`config.mk`:
```
export PLATFORM = sky130hd
export DESIGN_NAME = jk_bank_driver
export DESIGN_NICKNAME = d
export VERILOG_FILES = /design/src/rtl/jk_pkg.sv /design/src/rtl/jk_excite.sv /design/src/rtl/jk_bank_driver.sv
export SDC_FILE = /design/constraint.sdc
export NUM_CORES = 1
export LEC_CHECK = 0
export ABC_AREA = 1
export CAP_MARGIN = 20
export CELL_PAD_IN_SITES_DETAIL_PLACEMENT = 1
export CELL_PAD_IN_SITES_GLOBAL_PLACEMENT = 2
export CORE_MARGIN = 5
export CORE_UTILIZATION = 25
export DETAILED_ROUTE_END_ITERATION = 10
export PLACE_DENSITY = 0.76
export REMOVE_ABC_BUFFERS = 1
export SLEW_MARGIN = 10
export SYNTH_ARGS = -nofsm -noshare
export SYNTH_HDL_FRONTEND = slang
export SYNTH_SLANG_ARGS = --single-unit
```
`constraint.sdc`:
```
create_clock -name clk -period 3.45 [get_ports clk]
set_clock_uncertainty 0.15 [all_clocks]
set_input_delay 0.69 -clock clk [delete_from_list [all_inputs] [get_ports clk]]
set_output_delay 0.69 -clock clk [all_outputs]
set_load 0.02 [all_outputs]
```
`src/rtl/jk_pkg.sv`:
```
// Shared definitions for the JK flip-flop bank driver.
package jk_pkg;

    // Excitation codes, ordered {j, k}.
    localparam logic [1:0] JK_HOLD = 2'b00;
    localparam logic [1:0] JK_RST  = 2'b01;
    localparam logic [1:0] JK_SET  = 2'b10;
    localparam logic [1:0] JK_TGL  = 2'b11;

    // Width of the retry counter; MAX_RETRY must fit in it.
    localparam int unsigned RETRY_W = 3;

    typedef enum logic [1:0] {
        IDLE  = 2'd0,
        DRIVE = 2'd1,
        CHECK = 2'd2
    } state_e;

endpackage

```
`src/rtl/jk_excite.sv`:
```
// Per-bit JK excitation: picks the J/K pair that moves q to t on the next edge.
module jk_excite
    import jk_pkg::*;
#(
    parameter bit TOGGLE_PREF = 1'b0
) (
    input  logic q,
    input  logic t,
    output logic j,
    output logic k
);

    logic [1:0] code;

    // Hold when already correct, otherwise set/reset or toggle.
    always_comb begin
        code = JK_HOLD;
        if (q != t) begin
            if (TOGGLE_PREF) begin
                code = JK_TGL;
            end else if (t) begin
                code = JK_SET;
            end else begin
                code = JK_RST;
            end
        end
        {j, k} = code;
    end

endmodule

```
`src/rtl/jk_bank_driver.sv`:
```
// Drives a bank of JK flip-flops to a requested value, verifies via read-back, retries.
module jk_bank_driver
    import jk_pkg::*;
#(
    parameter int unsigned WIDTH       = 4,
    parameter bit          TOGGLE_PREF = 1'b0,
    parameter int unsigned MAX_RETRY   = 2
) (
    input  logic             clk,
    input  logic             reset_n,
    input  logic             tgt_valid,
    output logic             tgt_ready,
    input  logic [WIDTH-1:0] tgt_data,
    input  logic [WIDTH-1:0] q_fb,
    output logic [WIDTH-1:0] j,
    output logic [WIDTH-1:0] k,
    output logic             busy,
    output logic             done,
    output logic             err,
    output logic [WIDTH-1:0] err_mask
);

    localparam logic [RETRY_W-1:0] MaxRetry = RETRY_W'(MAX_RETRY);

    state_e             state_q, state_d;
    logic [WIDTH-1:0]   target_q, target_d;
    logic [RETRY_W-1:0] retry_cnt_q, retry_cnt_d;
    logic [WIDTH-1:0]   j_q, j_d;
    logic [WIDTH-1:0]   k_q, k_d;
    logic               done_q, done_d;
    logic               err_q, err_d;
    logic [WIDTH-1:0]   err_mask_q, err_mask_d;

    logic [WIDTH-1:0]   exc_t;
    logic [WIDTH-1:0]   exc_j;
    logic [WIDTH-1:0]   exc_k;

    // In IDLE the incoming word is the target being latched this edge.
    assign exc_t = (state_q == IDLE) ? tgt_data : target_q;

    for (genvar i = 0; i < WIDTH; i++) begin : g_excite
        jk_excite #(
            .TOGGLE_PREF(TOGGLE_PREF)
        ) u_excite (
            .q(q_fb[i]),
            .t(exc_t[i]),
            .j(exc_j[i]),
            .k(exc_k[i])
        );
    end

    // Next-state logic; j/k are loaded only on entry to DRIVE.
    always_comb begin
        state_d     = state_q;
        target_d    = target_q;
        retry_cnt_d = retry_cnt_q;
        j_d         = '0;
        k_d         = '0;
        done_d      = 1'b0;
        err_d       = 1'b0;
        err_mask_d  = err_mask_q;
        unique case (state_q)
            IDLE: begin
                if (tgt_valid) begin
                    target_d    = tgt_data;
                    retry_cnt_d = '0;
                    j_d         = exc_j;
                    k_d         = exc_k;
                    state_d     = DRIVE;
                end
            end
            DRIVE: begin
                state_d = CHECK;
            end
            CHECK: begin
                if (q_fb == target_q) begin
                    done_d  = 1'b1;
                    state_d = IDLE;
                end else if (retry_cnt_q < MaxRetry) begin
                    retry_cnt_d = retry_cnt_q + 1'b1;
                    j_d         = exc_j;
                    k_d         = exc_k;
                    state_d     = DRIVE;
                end else begin
                    err_d      = 1'b1;
                    err_mask_d = q_fb ^ target_q;
                    state_d    = IDLE;
                end
            end
            default: begin
                state_d = IDLE;
            end
        endcase
    end

    // State and output registers.
    always_ff @(posedge clk or negedge reset_n) begin
        if (!reset_n) begin
            state_q     <= IDLE;
            target_q    <= '0;
            retry_cnt_q <= '0;
            j_q         <= '0;
            k_q         <= '0;
            done_q      <= 1'b0;
            err_q       <= 1'b0;
            err_mask_q  <= '0;
        end else begin
            state_q     <= state_d;
            target_q    <= target_d;
            retry_cnt_q <= retry_cnt_d;
            j_q         <= j_d;
            k_q         <= k_d;
            done_q      <= done_d;
            err_q       <= err_d;
            err_mask_q  <= err_mask_d;
        end
    end

    assign tgt_ready = (state_q == IDLE);
    assign busy      = (state_q != IDLE);
    assign j         = j_q;
    assign k         = k_q;
    assign done      = done_q;
    assign err       = err_q;
    assign err_mask  = err_mask_q;

endmodule
```
==> reports/qor.yml <==
outcome: "finished clean"
drc: 0
htreeDepth: 1
synth_cell_types: 22
p_per_area_nw_per_um2: 793
dp_cells: 204
drv_slew: 0
cts_tree: "built"
finalHoldViolations: 0
vias_per_cell: 4.35
setup_tns_ns: 0
yosysTopAreaCell: "dfrtp_1"
power_w: 0.00118
hp-class: "reg -> reg"
cp_top_family: "buffers and inverters"
cts_setup_buffers: 0
grt_pass1_vias: 926
cp_max_fo: 5
required_ns: 2.61
ys_seq_area_share_pct: 50.3
grt_pass1_wl_mm: 4.67
finalNetCount: 169
critPathCaptureType: "output pin"
cts_hold_buf: 0
drive_gt1_share_pct: 18.6
overflow: 0
yosys_warnings: 0
synthCells: 127
max_freq_mhz: 416
wirelength_mm: 2.77
insertedDiodeCount: 0
clock_sinks: 23
leakage_nw: 0.731
ys_ff_latch: 23
grt_util_all_layers_pct: 9.71
numPortBuffers: 26
rsz0062_at_grt: "no"
die_h_um: 77.6
finalSetupViolations: 0
syn_to_final_growth_pct: 30.2
path_buf_inv: 1
avgRoutedWirePerCell_um: 13.3
cp_cell_sequence: "nor2_1 -> clkdlybuf4s50_1"
final_common_cell: "nand2_1"
postRouteAntennaNets: 0
synth_top_area_share_pct: 50.3
gp_congestion: 0.731
cts_buffer_depth: 2
postCtsResizedCells: 0
rows: 24
max_stage_delay_ns: 0.64
cap_violations: 0
cp.arrival_ns: 1.56
final_util_pct: 34.0
grt_max_degree: 24
first_pass_iters: 4
syn_area_per_cell_um2: 9.00
routed-via-count: 905
critPathLaunchType: "register"
slowest_stage: "clkdlybuf4s50_1"
drt_iter0_drc: 37
ys_top_cells_by_area: "dfrtp_1 50%, nand2_1 11%, a21oi_2 6.1%, inv_1 3.9%, nor2_1 3.6%"
io_pins: 27
cts_made_buffers: 3
slew_headroom_pct: 69.4
criticalPathCategory: "reg -> out"
ir_worst_vdd_mv: 0.282
clk_pin_slew_ns: 0.08
tightest_slew_ns: 0.458
dp_hpwl_mm: 2.18
die_w_um: 77.6
insertion_delay_ns: 0.26
holdWs_ns: 0.339
layout_common_cells: "33 x nand2_1, 26 x clkdlybuf4s50_1, 23 x dfrtp_1"
nFillCells: 529
floorplan.initialDensity_pct: 26.1
finalCriticalPeriod_ns: 2.40
die_area_um2: 6030
cts_root_buf: "clkbuf_8"
finalCritPeriodShare_pct: 69.7
antenna_found_initial: 0
finalNonFillerCells: 208
syn_area_um2: 1140
core_area_um2: 4380
## per-stage QoR
step | worst slack, ns | area, µm²
after floorplan | 1.06 | 1100
after global placement | 1.25 | 1440
after detailed placement | 1.22 | 1440
after CTS | 1.02 | 1490
after global routing | 0.958 | 1490
final | 1.05 | 1490
## report_power, final
part	switching [W]	internal, W	total (W)
clock	0.0000839	0.0000823	0.000166
sequential	0.0000508	0.000349	0.000400
combinational	0.000380	0.000234	0.000614
## path summary, 6_finish.rpt
check                      depth (start not counted)                    start  slack, ns                 endpoint
max in group asynchronous                          2                  reset_n       2.29           done$_DFF_PN0_
max reg2reg                                        6   state_q[0]$_DFFE_PN0P_       1.54  target_q[1]$_DFFE_PN0P_
min reg2reg                                        2  err_mask[3]$_DFFE_PN0P_       0.34  err_mask[3]$_DFFE_PN0P_
min                                                2  err_mask[3]$_DFFE_PN0P_       0.34  err_mask[3]$_DFFE_PN0P_
min in group asynchronous                          2                  reset_n       0.63           k[2]$_DFF_PN0_
max                                                2   state_q[0]$_DFFE_PN0P_       1.05                tgt_ready
## worst register-to-register path: cells and delay by family (launching register included)
| family | cells | cell delay [ns] |
|---|---|---|
| buf+inv | 2 | 0.53 |
| compound gates | 1 | 0.05 |
| simple gates | 3 | 0.63 |
| flops | 1 | 0.45 |
## synthesized netlist by cell type
cell type / count
nand3b_1: 1
nand4_1: 3
buf_12: 1
ha_1: 1
nor2_4: 2
nand2_2: 6
xor2_1: 1
nand3_4: 1
nor2_2: 1
a21oi_2: 8
nand3_1: 6
buf_2: 1
o21ai_0: 1
nor2_1: 11
inv_2: 3
inv_1: 12
nand2_1: 33
buf_6: 2
o21ai_1: 5
dfrtp_1: 23
a21oi_1: 3
nand2_4: 2
## per-layer routing
| metal | track usage (%) | part of all wire (%) | up-vias |
|---|---|---|---|
| met3 | 3.36 | 4.5 | 2 |
| met1 | 12.8 | 47 | 434 |
| met2 | 15.9 | 48 | 16 |
| li1 | - | - | 453 |
| met4 | 1.03 | 0.36 | 0 |
| met5 | 0 | 0 | - |
## cells by family (layout without fill, tap and decap cells)
kind of cell | Yosys count | count (layout) | share of synthesized area, %
adders and majority gates | 1 | 1 | 1.09
DFF | 23 | 23 | 50.3
AOI/OAI and AO/OA | 17 | 17 | 10.1
buffers and inverters | 19 | 48 | 9.08
and+or+nand+nor | 66 | 66 | 28.7
xor gates and xnor gates | 1 | 1 | 0.766
## final cells by class
class	instances	area (µm²)	area share (%)
Clock buffer	4	45.0	3.03
Inverter	15	56.3	3.78
Multi-Input combinational cell	85	464	31.2
Sequential cell	23	576	38.7
Tap cell	52	65.1	4.37
Timing Repair Buffer	29	283	19.0
## state kept, by name, indices dropped and copies added, names as in the netlist
name and cells:
k 4, target_q 4, retry_cnt_q 3, err 1, err_mask 4, done 1
state_q 2, j 4
No activity file was read; power rests on OpenSTA's default activity.
